--- src/rtl/queue_pkg.sv ---
// queue_pkg: shared sizing and types for the byte_queue slice.
//   QUEUE_DEPTH - default number of FIFO entries
//   DATA_W      - default data width
//   byte_t      - one queue entry
//   len_t       - occupancy count, wide enough to hold 0..QUEUE_DEPTH
package queue_pkg;

    localparam int QUEUE_DEPTH = 8;
    localparam int DATA_W      = 8;
    localparam int LEN_W       = $clog2(QUEUE_DEPTH + 1);

    typedef logic [DATA_W-1:0] byte_t;
    typedef logic [LEN_W-1:0]  len_t;

endpackage

--- src/rtl/rise_detect.sv ---
// rise_detect: registered 0->1 edge detector for a level request input.
//   clock_1MHz - clock
//   rst        - asynchronous active-high reset
//   in         - level input, synchronous to clock_1MHz
//   rise       - high for the cycle in which 'in' is high and was low last cycle
// The history flop resets low, so an input already high at the first edge
// after reset counts as a rising edge.
module rise_detect (
    input  logic clock_1MHz,
    input  logic rst,
    input  logic in,
    output logic rise
);

    logic in_q;

    always_ff @(posedge clock_1MHz or posedge rst) begin
        if (rst) in_q <= 1'b0;
        else     in_q <= in;
    end

    assign rise = in & ~in_q;

endmodule

--- src/rtl/byte_queue.sv ---
// byte_queue: DEPTH-entry FIFO fed by rising edges of level request pulses.
//   clock_1MHz - clock, all state changes on rising edge
//   rst        - asynchronous active-high reset
//   data_in    - byte to store, sampled on the enqueue rising-edge cycle
//   enqueue_in - enqueue request level, acted on at 0->1
//   dequeue_in - dequeue request level, acted on at 0->1
//   data_out   - last dequeued byte, held until next successful dequeue
//   len_out    - occupancy 0..DEPTH
//   empty_out  - len_out == 0
//   full_out   - len_out == DEPTH
//   error_out  - one-cycle pulse on overflow or underflow
module byte_queue
    import queue_pkg::*;
#(
    parameter int DEPTH = QUEUE_DEPTH,
    parameter int WIDTH = DATA_W
) (
    input  logic                       clock_1MHz,
    input  logic                       rst,
    input  logic [WIDTH-1:0]           data_in,
    input  logic                       enqueue_in,
    input  logic                       dequeue_in,
    output logic [WIDTH-1:0]           data_out,
    output logic [$clog2(DEPTH+1)-1:0] len_out,
    output logic                       empty_out,
    output logic                       full_out,
    output logic                       error_out
);

    localparam int PW = $clog2(DEPTH);
    localparam int LW = $clog2(DEPTH + 1);

    logic             enq_rise, deq_rise;
    logic [PW-1:0]    wr_ptr, rd_ptr;
    logic [LW-1:0]    len;
    logic [WIDTH-1:0] mem [DEPTH];
    logic             empty, full;
    logic             do_enq, do_deq, reject;

    rise_detect u_enq_rise (
        .clock_1MHz (clock_1MHz),
        .rst        (rst),
        .in         (enqueue_in),
        .rise       (enq_rise)
    );

    rise_detect u_deq_rise (
        .clock_1MHz (clock_1MHz),
        .rst        (rst),
        .in         (dequeue_in),
        .rise       (deq_rise)
    );

    assign empty = (len == LW'(0));
    assign full  = (len == LW'(DEPTH));

    // A dequeue on an empty queue is never bypassed to the incoming byte.
    // An enqueue on a full queue succeeds only if a dequeue frees the head
    // slot in the same cycle; wr_ptr == rd_ptr then, and the old head is
    // read out before the new byte lands in that slot.
    assign do_deq = deq_rise & ~empty;
    assign do_enq = enq_rise & (~full | deq_rise);
    assign reject = (enq_rise & full & ~deq_rise) | (deq_rise & empty & ~enq_rise);

    always_ff @(posedge clock_1MHz or posedge rst) begin
        if (rst) begin
            wr_ptr    <= '0;
            rd_ptr    <= '0;
            len       <= '0;
            data_out  <= '0;
            error_out <= 1'b0;
        end else begin
            error_out <= reject;
            if (do_enq) wr_ptr <= wr_ptr + PW'(1);
            if (do_deq) begin
                rd_ptr   <= rd_ptr + PW'(1);
                data_out <= mem[rd_ptr];
            end
            len <= len + LW'(do_enq) - LW'(do_deq);
        end
    end

    // Storage is not reset; contents are meaningless once pointers clear.
    always_ff @(posedge clock_1MHz) begin
        if (do_enq) mem[wr_ptr] <= data_in;
    end

    assign len_out   = len;
    assign empty_out = empty;
    assign full_out  = full;

endmodule

--- config.mk ---
export PLATFORM = sky130hd
export DESIGN_NAME = byte_queue
export DESIGN_NICKNAME = d
export VERILOG_FILES = /design/src/rtl/queue_pkg.sv /design/src/rtl/rise_detect.sv /design/src/rtl/byte_queue.sv
export SDC_FILE = /design/constraint.sdc
export NUM_CORES = 1
export LEC_CHECK = 0
export ABC_AREA = 1
export ABC_CLOCK_PERIOD_IN_PS = 2400
export CAP_MARGIN = 20
export CORE_MARGIN = 3
export CORE_UTILIZATION = 49
export DETAILED_ROUTE_END_ITERATION = 6
export PLACE_DENSITY_LB_ADDON = 0.15
export RECOVER_POWER = 100
export SLEW_MARGIN = 5
export SYNTH_ARGS = -nofsm -noshare
export SYNTH_HDL_FRONTEND = slang
export SYNTH_SLANG_ARGS = --single-unit
export TNS_END_PERCENT = 5
--- constraint.sdc ---
create_clock -name clock_1MHz -period 2.4 [get_ports clock_1MHz]
set_clock_uncertainty 0.1 [all_clocks]
set_input_delay 0.24 -clock clock_1MHz [delete_from_list [all_inputs] [get_ports clock_1MHz]]
set_output_delay 0.24 -clock clock_1MHz [all_outputs]
set_load 0.05 [all_outputs]
### After elaboration in Yosys (flattened, before gate mapping)

Memory sizes are Yosys's and may differ from the RTL's. A register that Yosys moved wholly into a read port is not among the register bits.
Index checks and enable logic that the tools add are counted.

| storage, ports and cells | value |
|---|---|
| memories | 1 |
| bits in writable memories | 64 |
| bits of input ports | 12 |
| flip-flop bits (word level) | 13 |
| output and inout bits | 15 |

| operators by class | value |
|---|---|
| reductions and logical operators | 1 |
| add/subtract/negate cells | 4 |
| bitwise gates (word level) | 16 |
| muxes and demuxes | 2 |
| equality and inequality tests | 1 |

Memories:

| memory | depth | bits a word | read ports | clocked after Yosys merged registers in | wr ports | RTL line | source |
|---|---|---|---|---|---|---|---|
| mem | 8 | 8 | 1 | 1 | 1 | byte_queue.sv:36 | `logic [WIDTH-1:0] mem [DEPTH];` |

Operators by type and width:

| kind | count |
|---|---|
| bitwise AND 1 bit | 8 |
| adder 3 x 1 -> 3 bit (second input constant) | 2 |
| NOT 1 bit | 6 |
| adder 4 x 1 -> 4 bit | 1 |
| equality test 4 bit (second input constant) | 1 |
| logical NOT 4 bit | 1 |
| subtractor 4 x 1 -> 4 bit | 1 |
| two-way mux 1 bit | 2 |
| bitwise OR 1 bit | 2 |

### Longest topological paths before layout

| logic depth | value |
|---|---|
| depth in word-level cells | 6 |
| gate-level depth with buffers | 12 |

### Hierarchy

Synthesis repeated with hierarchy kept, for this count alone.

| second synthesis, totals | value |
|---|---|
| cell total of the unflattened synthesis | 361 |
| area total of the unflattened synthesis | 3784.9 um^2 |

By module, submodules not included:

| module | cells an instance | area each (um^2) | instances |
|---|---|---|---|
| byte_queue | 353 | 3707.3 | 1 |
| rise_detect | 4 | 38.8 | 2 |

### Least setup slack after synthesis

Ideal clock, no wire load.

| timing path | value |
|---|---|
| kind | register -> register |
| start point | reg len[2], in the netlist len_out[2] |
| end point | reg len[2], in the netlist len_out[2] |
| cell stages (with the launch flop) | 13 |
| clock period less this slack | 2511 ps |
| data required time | 2177 ps |
| data arrival time | 2289 ps |
| library setup time | 123 ps |
| setup slack | -111 ps |
| cell sequence | dfrtp_1 > inv_1 > ha_1 > nand3_2 > nand2_4 > inv_2 > buf_6 > ha_1 > inv_1 > ha_1 > inv_1 > fa_1 > xnor2_1 |

RTL lines:

| what | RTL line | source |
|---|---|---|
| start, declared | byte_queue.sv:35 | `logic [LW-1:0] len;` |
| start signal, assigned | byte_queue.sv:79 | `len <= len + LW'(do_enq) - LW'(do_deq);` |
| logical NOT 4 bit | byte_queue.sv:54 | `assign empty = (len == LW'(0));` |
| NOT 1 bit | byte_queue.sv:61 | `assign do_deq = deq_rise & ~empty;` |
| bitwise AND 1 bit | byte_queue.sv:61 |  |
| named net do_deq | byte_queue.sv:38 | `logic do_enq, do_deq, reject;` |
| subtractor 4 x 1 -> 4 bit | byte_queue.sv:79 |  |

The timed path passes the listed nets, and every way through them passes these cells.
A chain may end at the register's enable or synchronous reset.

### Worst setup path in the final report

| timing path | value |
|---|---|
| start point | reg len[2], in the netlist len_out[2] |
| end point | mem mem[5][1] (netlist bit) (enable) |

| between the ends | value |
|---|---|
| longest elaborated chain between the ends | 6 |

RTL lines:

| what | RTL line | source |
|---|---|---|
| equality test 4 bit | byte_queue.sv:55 | `assign full = (len == LW'(DEPTH));` |
| NOT 1 bit | byte_queue.sv:62 | `assign do_enq = enq_rise & (~full \| deq_rise);` |
| bitwise OR 1 bit | byte_queue.sv:62 |  |
| bitwise AND 1 bit | byte_queue.sv:62 |  |
| two-way mux 1 bit | byte_queue.sv:85 | `if (do_enq) mem[wr_ptr] <= data_in;` |
| two-way mux 1 bit (not written as such) | byte_queue.sv:85 |  |
| end, declared | byte_queue.sv:36 |  |

No other way between the ends.

==> flow_summary.yaml <==
status:
  outcome: "finished clean"
logic_synthesis:
  yosysWarnings: 0
  yosys.area_share.simple_pct: 19.6
  synth-seq-cells: 85
  synth_top_family_by_area: "simple AND/OR/NAND/NOR gates"
  syn_inst: 359
  mappedNetlistNets: 380
  synth_area_sq_um: 3750
  synth-compound-area-share_pct: 0.667
  synth_xor_xnor_area_share_pct: 1.17
  yosysUniqueCellTypes: 25
  avgSynthCellArea_sq_um: 10.4
  synthMuxAreaShare_pct: 0
  ys_async_sr_fraction_pct: 24.7
  synth-edff-count: 64
  synth_fa_ha_area_share_pct: 3.20
  synthFlopType: "edfxtp_1"
  ys_seq_area_share_pct: 65.2
power_and_ir_drop:
  cellPowerDensity_nw_per_um2: 1130
  ir_drop_uv: 515
  power.leakage_nw: 1.93
critical_path:
  start_kind: "flop"
  r2r_cells: 9
  critical_path_class: "reg2reg"
  arrival_ps: 2100
  endpoint_kind: "flop"
  crit_path_max_fanout: 8
  cp.required_ps: 2280
route:
  dr.pass1.iters: 4
  first_iter_violations: 115
  ant_nets: 0
  via_per_inst: 4.87
  vias: 2454
  drt_wl_total_um: 7270
  drc_errors: 0
  wl_per_cell_um: 14.4
global_routing:
  grt_use_total_pct: 18.3
  grt_start_max_net_pins: 34
  antenna_found_initial: 0
  grt-ovfl-total: 0
  grt_pass1_wl_um: 11800
  grt_pass1_vias: 2348
cts:
  tritoncts: "done"
  hold_buffers: 0
  cts_buffer_depth: 2
  clk_latency_ps: 350
  cts.sinks: 85
  cts_root_buf: "clkbuf_8"
  clkTransAtPathRegs_ps: 80
  cts_made_buffers: 9
  htree_levels: 3
final_layout:
  syn_to_final_growth_pct: 14.5
  final_cell_mix: "nand2_1 (110), edfxtp_1 (64), inv_1 (63)"
  mostFrequentLayoutCell: "nand2_1"
  antenna_cells: 0
  utilization_pct: 58.6
  final_layout_size_suffix_gt1_share_pct: 7.65
  fin_nets: 421
timing:
  tns_ps: 0
  max_freq_ghz: 0.451
  setup_viol: 0
  slew_headroom_pct: 47.7
  tightest_slew_ps: 783
  min_period_ps: 2220
  rsz0062_at_grt: "false"
  maxSlewViolCount: 0
  post-route-period-util_pct: 92.3
  timing.hold.ws_ps: 365
  finalHoldViolCount: 0
floorplanning:
  row_count: 31
  die_x_um: 93.5
  io_pins: 27
  die_area_sq_um: 8740
  start_util_pct: 51.2
  die_y_um: 93.5
  core_sq_um: 7330
place:
  place.gp.congestion: 0.808
  io_buffers: 26
  hpwl_um: 4940
hold_path:
  min_path_type: "in2async"
run:
  drv_cap: 0
-- report_power, final --
group          total (W)  internal (W)  switching [W]
clock           0.000985      0.000511       0.000474
sequential       0.00200       0.00181       0.000183
combinational    0.00187      0.000598        0.00127
total            0.00485       0.00292        0.00193
-- stage by stage --
| step | std cells | instance area [sq um] | setup WS [ps] | power, W |
|---|---|---|---|---|
| 6_report | 504 | 4300 | 185 | 0.00485 |
| 5_1_grt | 504 | 4300 | 43.2 | 0.00518 |
| 4_1_cts | 504 | 4340 | 174 | 0.00496 |
| 3_5_place_dp | 488 | 4150 | 119 | 0.00398 |
| 3_3_place_gp | 488 | 4150 | 125 | 0.00394 |
| 2_1_floorplan | 359 | 3750 | 15.7 | 0.00348 |
-- path summary, 6_finish.rpt --
kind	startpoint	endpoint	slack, ps
worst max-delay path	len_out[2]	mem[5][1]	180
worst max register to register	len_out[2]	mem[5][1]	180
worst min-delay path	rst	data_out[4]	370
worst min register to register	data_out[4]	data_out[4]	380
min in group clock_1MHz	dequeue_in	u_deq_rise.in_q	370
max in group asynchronous	rst	len_out[2]	1290
-- state kept, by name, indices dropped and copies added (netlist names) --
signal and flops:
error_out 1, u_enq_rise.in_q 1, wr_ptr 3, u_deq_rise.in_q 1, data_out 8, len_out 4
mem 64, rd_ptr 3
-- synthesized netlist by cell type (2+ instances only) --
| library cell | number | area share (%) |
|---|---|---|
| o21ai_0 | 2 | 0.27 |
| buf_2 | 2 | 0.27 |
| xor2_1 | 2 | 0.47 |
| ha_1 | 8 | 2.7 |
| a21oi_1 | 2 | 0.27 |
| buf_6 | 7 | 2.1 |
| dfrtp_1 | 21 | 14 |
| nand3_1 | 49 | 6.5 |
| inv_1 | 62 | 6.2 |
| nand2_1 | 110 | 11 |
| buf_4 | 3 | 0.60 |
| xnor2_1 | 3 | 0.70 |
| edfxtp_1 | 64 | 51 |
| nor2_1 | 10 | 1.0 |
| inv_2 | 4 | 0.40 |
-- metal layers --
metal	global-route usage, %	share of wire, %	wire (um)	up-vias
met2	29.2	49	3560	71
met4	8.30	2.2	162	0
li1	-	-	-	1227
met5	0	0	0	-
met3	3.54	6.4	468	11
met1	24.2	42	3070	1145
-- critical path, stage by stage, from the launching register on --
cell      delay (ps)
dfrtp_2          360
inv_1             70
ha_1             210
nand4_1          110
nand2_2           60
clkbuf_1         120
inv_1            130
nand2_1          130
nor2_1           100
clkbuf_1         450
-- cell families (layout without fill, tap and decap cells) --
family          Yosys count  after routing
fa+ha+maj                 9              9
xor+xnor                  5              5
simple gates            174            174
buf+inv                  81            127
flops                    85             85
compound gates            5              5
-- what timing repair did --
item	4_1_cts	5_1_grt
buffers inserted	0	0
setup endpoints to repair	2	0
gates resized for setup	2	0
endpoints found under the hold margin	0	0
-- final cells by class --
type                            count  area (sq um)
Fill cell                         619          3040
Sequential cell                    85          2450
Multi-Input combinational cell    193           926
Timing Repair Buffer               42           335
Inverter                           69           267
Clock buffer                       13           149
Tap cell                           99           124
Clock inverter                      3          45.0
Power figures use the tool's default switching activity.
